## config.mk

```make
export PLATFORM = sky130hd
export DESIGN_NAME = frame_write_sequencer
export DESIGN_NICKNAME = d
export VERILOG_FILES = /design/src/rtl/frame_write_sequencer.sv
export SDC_FILE = /design/constraint.sdc
export NUM_CORES = 1
export LEC_CHECK = 0
export ABC_CLOCK_PERIOD_IN_PS = 2400
export BUFFER_PORTS_ARGS = -buffer_cell sky130_fd_sc_hd__buf_2
export CORE_MARGIN = 1.5
export CORE_UTILIZATION = 53
export CTS_CLUSTER_DIAMETER = 150
export DETAILED_ROUTE_END_ITERATION = 6
export PLACE_DENSITY_LB_ADDON = 0.12
export SLEW_MARGIN = 20
export SYNTH_ARGS = -nofsm -noshare
export SYNTH_HDL_FRONTEND = slang
export SYNTH_SLANG_ARGS = --single-unit
```

## constraint.sdc

```tcl
create_clock -name clk -period 2.4 [get_ports clk]
set_input_delay 0.12 -clock clk [delete_from_list [all_inputs] [get_ports clk]]
set_output_delay 0.12 -clock clk [all_outputs]
set_load 0.005 [all_outputs]
```

## src/rtl/frame_write_sequencer.sv

```systemverilog
// Frame-buffer write bus master: once per frame it grants the shared bus to each draw
// source in ID order and turns accepted pixels into registered RAM writes. Optional request watchdog: SEQ_TIMEOUT_EN.
module frame_write_sequencer #(
    parameter int NUM_SOURCES       = 4,
    parameter int SOURCE_SEL_ADDRW  = 3,
    parameter int COLOR_DEPTH       = 8,
    parameter int DRAW_WIDTH        = 160,
    parameter int DRAW_HEIGHT       = 120,
    parameter int DRAW_WIDTH_ADDRW  = 8,
    parameter int DRAW_HEIGHT_ADDRW = 7,
    parameter int FB_ADDRW          = 15,
    parameter int TIMEOUT_CYCLES    = 16
) (
    input  logic                         clk,
    input  logic                         resetN,
    input  logic                         frame_start,
    output logic [SOURCE_SEL_ADDRW-1:0]  write_source_sel,
    output logic                         write_awaited,
    input  logic                         write_active,
    input  logic [COLOR_DEPTH-1:0]       write_color_data,
    input  logic                         write_transparent,
    input  logic [DRAW_WIDTH_ADDRW-1:0]  write_x_addr,
    input  logic [DRAW_HEIGHT_ADDRW-1:0] write_y_addr,
    output logic                         fb_we,
    output logic [FB_ADDRW-1:0]          fb_addr,
    output logic [COLOR_DEPTH-1:0]       fb_wdata,
    output logic                         busy,
    output logic                         frame_done,
    output logic                         frame_overrun,
    output logic [NUM_SOURCES-1:0]       source_timeout
);

    // state  | meaning
    // IDLE   | waiting for frame_start
    // SELECT | source select settles on the bus, no request
    // AWAIT  | request raised, waiting for the source to start
    // ACTIVE | accepting one pixel per cycle while write_active
    // NEXT   | advance to the next source or finish
    // DONE   | one-cycle frame_done, back to IDLE
    typedef enum logic [2:0] {
        S_IDLE, S_SELECT, S_AWAIT, S_ACTIVE, S_NEXT, S_DONE
    } state_t;

    generate
        if ((2**SOURCE_SEL_ADDRW < NUM_SOURCES) ||
            (FB_ADDRW < $clog2(DRAW_WIDTH*DRAW_HEIGHT)) ||
            (TIMEOUT_CYCLES < 1)) begin : g_bad_params
            $error("frame_write_sequencer: illegal parameter set");
        end
    endgenerate

    state_t                      state;
    state_t                      state_nxt;
    logic [SOURCE_SEL_ADDRW-1:0] sel;
    logic                        last_src;
    logic                        accept;
    logic                        timeout_hit;
    logic                        in_range;
    logic                        pix_we;
    logic [FB_ADDRW-1:0]         addr_calc;

    assign last_src         = (sel == SOURCE_SEL_ADDRW'(NUM_SOURCES-1));
    assign write_source_sel = sel;

`ifdef SEQ_TIMEOUT_EN
    localparam int TMR_W = (TIMEOUT_CYCLES > 1) ? $clog2(TIMEOUT_CYCLES) : 1;

    logic [TMR_W-1:0]       tmr;
    logic [NUM_SOURCES-1:0] to_flags;

    // Down-counter loaded while the select settles, so it starts fresh on AWAIT entry.
    always_ff @(posedge clk or negedge resetN) begin
        if (!resetN) begin
            tmr <= '0;
        end else if (state == S_SELECT) begin
            tmr <= TMR_W'(TIMEOUT_CYCLES-1);
        end else if ((state == S_AWAIT) && (tmr != '0)) begin
            tmr <= tmr - TMR_W'(1);
        end
    end

    assign timeout_hit = (state == S_AWAIT) && !write_active && (tmr == '0);

    always_ff @(posedge clk or negedge resetN) begin
        if (!resetN) begin
            to_flags <= '0;
        end else if ((state == S_IDLE) && frame_start) begin
            to_flags <= '0;
        end else if (timeout_hit) begin
            to_flags <= to_flags | (NUM_SOURCES'(1) << sel);
        end
    end

    assign source_timeout = to_flags;
`else
    assign timeout_hit    = 1'b0;
    assign source_timeout = '0;
`endif

    always_ff @(posedge clk or negedge resetN) begin
        if (!resetN) begin
            state <= S_IDLE;
        end else begin
            state <= state_nxt;
        end
    end

    always_comb begin
        state_nxt = state;
        case (state)
            S_IDLE:   if (frame_start) state_nxt = S_SELECT;
            S_SELECT: state_nxt = S_AWAIT;
            S_AWAIT: begin
                if (write_active)     state_nxt = S_ACTIVE;
                else if (timeout_hit) state_nxt = S_NEXT;
            end
            S_ACTIVE: if (!write_active) state_nxt = S_NEXT;
            S_NEXT:   state_nxt = last_src ? S_DONE : S_SELECT;
            S_DONE:   state_nxt = S_IDLE;
            default:  state_nxt = S_IDLE;
        endcase
    end

    // The request drops combinationally the cycle the source answers.
    always_comb begin
        write_awaited = 1'b0;
        accept        = 1'b0;
        frame_done    = 1'b0;
        busy          = (state != S_IDLE);
        frame_overrun = frame_start && (state != S_IDLE);
        case (state)
            S_AWAIT: begin
                write_awaited = !write_active && !timeout_hit;
                accept        = write_active;
            end
            S_ACTIVE: accept     = write_active;
            S_DONE:   frame_done = 1'b1;
            default:  ;
        endcase
    end

    always_ff @(posedge clk or negedge resetN) begin
        if (!resetN) begin
            sel <= '0;
        end else if ((state == S_IDLE) && frame_start) begin
            sel <= '0;
        end else if ((state == S_NEXT) && !last_src) begin
            sel <= sel + SOURCE_SEL_ADDRW'(1);
        end else if (state == S_DONE) begin
            sel <= '0;
        end
    end

    assign in_range  = (32'(write_x_addr) < DRAW_WIDTH) && (32'(write_y_addr) < DRAW_HEIGHT);
    assign addr_calc = FB_ADDRW'(write_y_addr) * FB_ADDRW'(DRAW_WIDTH) + FB_ADDRW'(write_x_addr);
    assign pix_we    = accept && !write_transparent && in_range;

    // Address and data only move on a real write so the RAM port sees stable values otherwise.
    always_ff @(posedge clk or negedge resetN) begin
        if (!resetN) begin
            fb_we    <= 1'b0;
            fb_addr  <= '0;
            fb_wdata <= '0;
        end else begin
            fb_we <= pix_we;
            if (pix_we) begin
                fb_addr  <= addr_calc;
                fb_wdata <= write_color_data;
            end
        end
    end

endmodule

```

==> results.ini, run 1 <==
[global_route]
grt_pass1_wl_um = 5837
grt.total_usage = 0.2143
antenna_found_initial = 0
grt_remaining_overflow = 0
grt_pass1_vias = 1366
grt_max_degree = 31

[final_layout]
instances_no_fill = 310
multi_input_area_um2 = 957.2
regArea_um2 = 750.7
final_layout_size_suffix_gt1_frac = 0.2895
fin_nets = 310
antennaDiodeCount = 0
area_delta_synth_final_pct = 28.54
fillers = 225

[die]
die_y_um = 61.17
rows = 20
design.portCount = 63
die_w_um = 61.17
core_um2 = 3128
die_area_um2 = 3741
start_util = 0.5732

[synth]
synthTopCellsByArea = dfrtp_1, nand2_1, ha_1
synth_top_area_frac = 0.4187
ys_top_cells_by_count = nand2_1, dfrtp_1, ha_1, nor2_1, inv_1
synth_edf_count = 0
ys.flop_type = dfrtp_1
yosysMostFrequentCell = nand2_1
async_flop_share = 1.000
ys_ff_latch = 30
syn_area_per_cell_um2 = 9.387
synth_cell_types = 48
syn_inst = 191
synth.cell_area_um2 = 1793
yosys.area.top_type = dfrtp_1
ys_warn_count = 0
yosysSeqAreaShare = 0.4187

[setup_path]
crit_type = primary input to register
r2r-start = state[2]$_DFFE_PN0P_
r2r_slack_ns = 0.77
critPathCaptureType = register
crit_start = write_y_addr[1]
cp_data_arrival_time_ns = 2.27
worst-path-max-fanout = 3
startpoint_type = primary input
required_ns = 2.63

[routing]
met3_wirelength_um = 239
drt-total-wl_um = 3650
first_pass_iters = 4
antenna_left = 0
drcViolationCount = 0
wl_met1_um = 1724
vias = 1504
top_layer = met4
wl_per_cell_um = 11.77
met2_length_um = 1640
drt_iter0_markers = 36
vias_per_cell = 4.852

[min_path]
hold_path_class = primary input to register
hp-start = write_active

[place]
dp_cells = 288
gp_congestion = 0.8343
portBuffers = 58
pre_cts_ws_ns = 0.02625
dp.final_hpwl_um = 2620

[sta]
worst_slew_pin_slew_ns = 0.6690
relSlewSlack = 0.5540
grt_setup_unrepaired = false
period_needed_ns = 2.041
report.final.slew_viol_count = 0
fmax_mhz = 490.0
worst_slack_ns = 0.3593
finalSetupViolCount = 0
skew_ns = 0.01484
finalCritPeriodShare = 0.8503
hold_viol_final = 0
tns_ns = 0

[clock_network]
cts-root-buf = clkbuf_4
cts_sinks = 30
cts_tree = built
cts_made_buffers = 5
htreeDepth = 2
clk_pin_slew_worst_paths_ns = 0.10
insertion_delay_ns = 0.32
clock_path_buffers = 2

[power_and_ir_drop]
total_power_mw = 1.942
ir_drop_v = 0.0005331
leakage_nw = 1.218
p_per_area_nw_per_um2 = 842.6

[run_status]
outcome = finished clean

[run]
cap_viol_max_count = 0

-- final timing paths --
check                                           to  cells after the start
max                        fb_addr[14]$_DFFE_PN0P_                     10
min                           state[0]$_DFFE_PN0P_                      3
max reg2reg                fb_addr[14]$_DFFE_PN0P_                      5
min reg2reg                fb_wdata[0]$_DFFE_PN0P_                      2
max in group asynchronous   fb_addr[1]$_DFFE_PN0P_                      2
min in group asynchronous   fb_addr[5]$_DFFE_PN0P_                      2
-- through the flow --
stage | util | area, um^2 | hold WS [ns]
detailed placement | 0.6716 | 2101 | 0.1800
finish | 0.7368 | 2305 | 0.06317
global placement | 0.6716 | 2101 | 0.1842
global route | 0.7368 | 2305 | 0.08999
CTS | 0.7368 | 2305 | 0.05295
floorplan | - | 1804 | -0.1756
-- where the power goes --
part           switching [mW]  internal [mW]  leakage [nW]
sequential              0.136          0.721         0.376
combinational           0.387          0.384         0.808
clock                   0.174          0.141        0.0343
-- final cells by class --
class / instances / area share
Sequential cell: 30 / 0.3257
Clock buffer: 6 / 0.02226
Multi-Input combinational cell: 145 / 0.4153
Clock inverter: 2 / 0.005429
Tap cell: 44 / 0.02389
Inverter: 10 / 0.01737
Timing Repair Buffer: 73 / 0.1900
-- placed cells by master (no fill, tap or decap), drive strengths merged, types with 3 or more instances in the layout --
master / instances
nor2b: 3
conb: 4
dlygate4sd3: 14
xnor2: 4
o21ai: 11
buf: 59
ha: 15
clkbuf: 6
inv: 10
nor2: 14
dfrtp: 30
nand2: 51
xor2: 5
-- what timing repair did --
item                       CTS  global route
hold buffers                14             0
hold endpoints to repair    43             0
gates resized for setup      0             0
setup endpoints to repair    0             0
buffers inserted             0             0
-- cell families (layout without fill, tap and decap cells) --
logic type,count (synthesis),count (layout),share of synthesized area
and+or+nand+nor,88,88,0.2443
DFF,30,30,0.4187
AOI/OAI and AO/OA,26,26,0.1040
buffers and inverters,19,91,0.05373
adders and majority gates,17,17,0.1270
xor gates and xnor gates,9,9,0.04396
other,1,4,0.002092
muxes,1,1,0.006280
-- registers in the layout, summed over array words and instances (netlist names) --
register and count:
fb_wdata 8, write_source_sel 3, state 3, fb_we 1, fb_addr 15
-- critical path: stages --
cell,delay [ns]
buf_2,0.12
ha_1,0.28
ha_1,0.21
inv_1,0.07
fa_1,0.39
xor2_1,0.18
or3b_4,0.41
nor4_4,0.17
nand3_1,0.11
a31oi_1,0.21
-- layer usage --
layer | track usage | vias to the layer above
li1 | - | 781
met1 | 0.2722 | 663
met2 | 0.3571 | 53
met3 | 0.05672 | 7
met4 | 0.06832 | 0
met5 | 0 | -
Note: power is estimated with default switching activity, not from simulation.
==> run 2, diff against run 1 <==
--- a/config.mk
+++ b/config.mk
@@ -12,6 +12,7 @@
 export CTS_CLUSTER_DIAMETER = 150
 export DETAILED_ROUTE_END_ITERATION = 6
 export PLACE_DENSITY_LB_ADDON = 0.12
+export SETUP_SLACK_MARGIN = 0.5
 export SLEW_MARGIN = 20
 export SYNTH_ARGS = -nofsm -noshare
 export SYNTH_HDL_FRONTEND = slang
==> constraint.sdc (replaced) <==
create_clock -name clk -period 2.4 [get_ports clk]
set_input_delay 0.48 -clock clk [delete_from_list [all_inputs] [get_ports clk]]
set_output_delay 0.48 -clock clk [all_outputs]
set_load 0.005 [all_outputs]
==> run 2 against run 1 <==
Die area did not move; critical endpoint is now fb_addr[12]$_DFFE_PN0P_; sequential share of layout area fell by 1.1 points; worst setup slack worse by 0.11 ns; cell count shrank 0.32%; fmax is 5.2% lower; highest routed layer unchanged; sequential power barely moved; routed wire length up 3.9%.
==> results.ini, run 2 (synthesis gave the netlist of run 1 again) <==
[power_and_ir_drop]
p_per_area_nw_per_um2 = 863.6  ; +2.5%
leakage_nw = 1.255  ; +3.0%
ir_drop_v = 0.0002947  ; -45%
total_power_mw = 2.059  ; +6.1%

[final_layout]
largest_reg_flops = 15  ; unchanged
instances_no_fill = 309  ; -0.32%
final_cell_area_um2 = 2385  ; +3.5%
area_delta_synth_final_pct = 33.01
final_common_cell = buf_2
largestRegisters = fb_addr x15, fb_wdata x8
final_layout_size_suffix_gt1_frac = 0.3887  ; +0.09921
top_register = fb_addr
fin_nets = 309  ; -0.32%
mostFrequentLayoutCells = buf_2, nand2_1, dfrtp_1
antennaDiodeCount = 0  ; unchanged

[clock_network]
cts_sinks = 30  ; unchanged
cts-root-buf = clkbuf_4
insertion_delay_ns = 0.33  ; about the same
cts_made_buffers = 5  ; unchanged
ctsHoldBuffers = 0  ; -14
htreeDepth = 2  ; unchanged
clock_path_buffers = 2  ; unchanged
cts_tree = built
clk_pin_slew_worst_paths_ns = 0.09  ; about the same

[die]
die_y_um = 61.17  ; unchanged
design.portCount = 63  ; unchanged
rows = 20  ; unchanged
start_util = 0.5732  ; unchanged
core_um2 = 3128  ; unchanged
die_w_um = 61.17  ; unchanged
die_area_um2 = 3741  ; unchanged

[sta]
worst_slack_ns = 0.2463  ; -0.1130 ns
relSlewSlack = 0.5729  ; +0.01888
period_needed_ns = 2.154  ; +0.1130 ns
skew_ns = 0.008157  ; -0.006680 ns
finalCritPeriodShare = 0.8974  ; +0.04709
fin_hold_ws_ns = 0.1651  ; +0.1019 ns
report.final.slew_viol_count = 0  ; unchanged
finalSetupViolCount = 0  ; unchanged
worst_slew_pin_slew_ns = 0.6407  ; -0.02833 ns
fmax_mhz = 464.3  ; -5.2%
grt_setup_unrepaired = true
hold_viol_final = 0  ; unchanged

[routing]
antenna_left = 0  ; unchanged
vias_per_cell = 5.045  ; +4.0%
drt_iter0_markers = 77  ; +110%
vias = 1559  ; +3.7%
wl_per_cell_um = 12.27  ; +4.2%
first_pass_iters = 4  ; unchanged
drcViolationCount = 0  ; unchanged
drt-total-wl_um = 3792  ; +3.9%

[setup_path]
reg2reg_depth = 5  ; unchanged
worst-path-max-fanout = 3  ; unchanged
path_cells = buf_8 -> ha_4 -> ha_4 -> inv_2 -> fa_2 -> xor2_2 -> or3b_4 -> nor4_4 -> xnor2_1 -> o21ai_2
critPathCaptureType = register
r2r-start = state[2]$_DFFE_PN0P_
critPathSlowestCell = or3b_4
required_ns = 2.62  ; about the same
slowest_delay_ns = 0.43  ; +0.02 ns
crit_type = primary input to register
path_common_cell = ha_4
cp_data_arrival_time_ns = 2.37  ; +0.10 ns
worst-path-buf-inv = 2  ; unchanged
r2r_slack_ns = 0.75  ; -0.02 ns
path_delay_family = adder cells
r2r-end = fb_addr[12]$_DFFE_PN0P_
startpoint_type = primary input

[place]
portBuffers = 58  ; unchanged
placed_area_um2 = 2218  ; +5.6%
pre_cts_ws_ns = -0.1121  ; -0.1384 ns
dp_cells = 298  ; +3.5%
dp.final_hpwl_um = 2793  ; +6.6%
gp_congestion = 0.7486  ; -10%

[run_status]
outcome = finished clean

[global_route]
grt_remaining_overflow = 0  ; unchanged
antenna_found_initial = 0  ; unchanged
grt_pass1_wl_um = 5934  ; +1.7%
grt_max_degree = 31  ; unchanged
grt.total_usage = 0.2174  ; +0.003086
grt_pass1_vias = 1357  ; -0.66%

[min_path]
hold_path_class = primary input to asynchronous set/reset pin

[run]
cap_viol_max_count = 0  ; unchanged

run 2: cell types whose count changed in the layout (fill, tap and decap cells not counted), moves of 2 or more:
cell,delta
dlygate4sd3_1,-14
buf_2,-2
clkbuf_8,+2
ha_1,-3
nor3b_1,-2
nor3b_2,+2
ha_4,+3
buf_4,+13
run 2: cell type report:
class	count	area (um^2)
Timing Repair Buffer	72	411.6
Fill cell	229	743.2
Tap cell	44	55.05
Multi-Input combinational cell	145	1049
Sequential cell	30	750.7
Inverter	10	40.04
Clock buffer	8	78.83
run 2: worst reg2reg max path: cells and delay by family, from the launching register on:
kind / cells / cell delay, ns
compound gates: 1 / 0.05
buf+inv: 1 / 0.32
flops: 1 / 0.48
simple gates: 3 / 0.69
run 2: layer usage:
metal | track usage | vias to the layer above | wire length [um]
li1 | - | 778 | -
met1 | 0.2561 | 726 | 1674
met2 | 0.3860 | 47 | 1883
met3 | 0.03361 | 8 | 160
met4 | 0.1025 | 0 | 73
met5 | 0 | - | 0
run 2: worst max path at each step:
stage,slack [ns],to,depth (start not counted),from
after floorplan,0.09,fb_addr[13]$_DFFE_PN0P_,8,write_y_addr[3]
after global placement,-0.07,fb_addr[13]$_DFFE_PN0P_,9,write_y_addr[3]
after detailed placement,-0.11,fb_addr[13]$_DFFE_PN0P_,10,write_y_addr[3]
after CTS,0.23,fb_addr[13]$_DFFE_PN0P_,9,write_y_addr[3]
after global routing,0.18,fb_addr[12]$_DFFE_PN0P_,10,write_y_addr[3]
final,0.25,fb_addr[12]$_DFFE_PN0P_,10,write_y_addr[3]
run 2: power breakdown:
group	internal [mW]	switching [mW]	leakage [nW]
combinational	0.422	0.411	0.835
sequential	0.721	0.138	0.376
clock	0.200	0.168	0.0446
run 2: per-stage QoR:
step	util	setup TNS, ns
3_3_place_gp	0.7092	-0.1685
5_1_grt	0.7624	0
3_5_place_dp	0.7092	-0.3505
4_1_cts	0.7500	0
2_1_floorplan	-	0
6_report	0.7624	0
run 2: repair_timing:
item / 4_1_cts / 5_1_grt
buffers inserted: 1 / 2
endpoints found under the setup margin: 4 / 6
endpoints found under the hold margin: 0 / 0
pin swaps: 2 / 2
gates resized for setup: 8 / 4
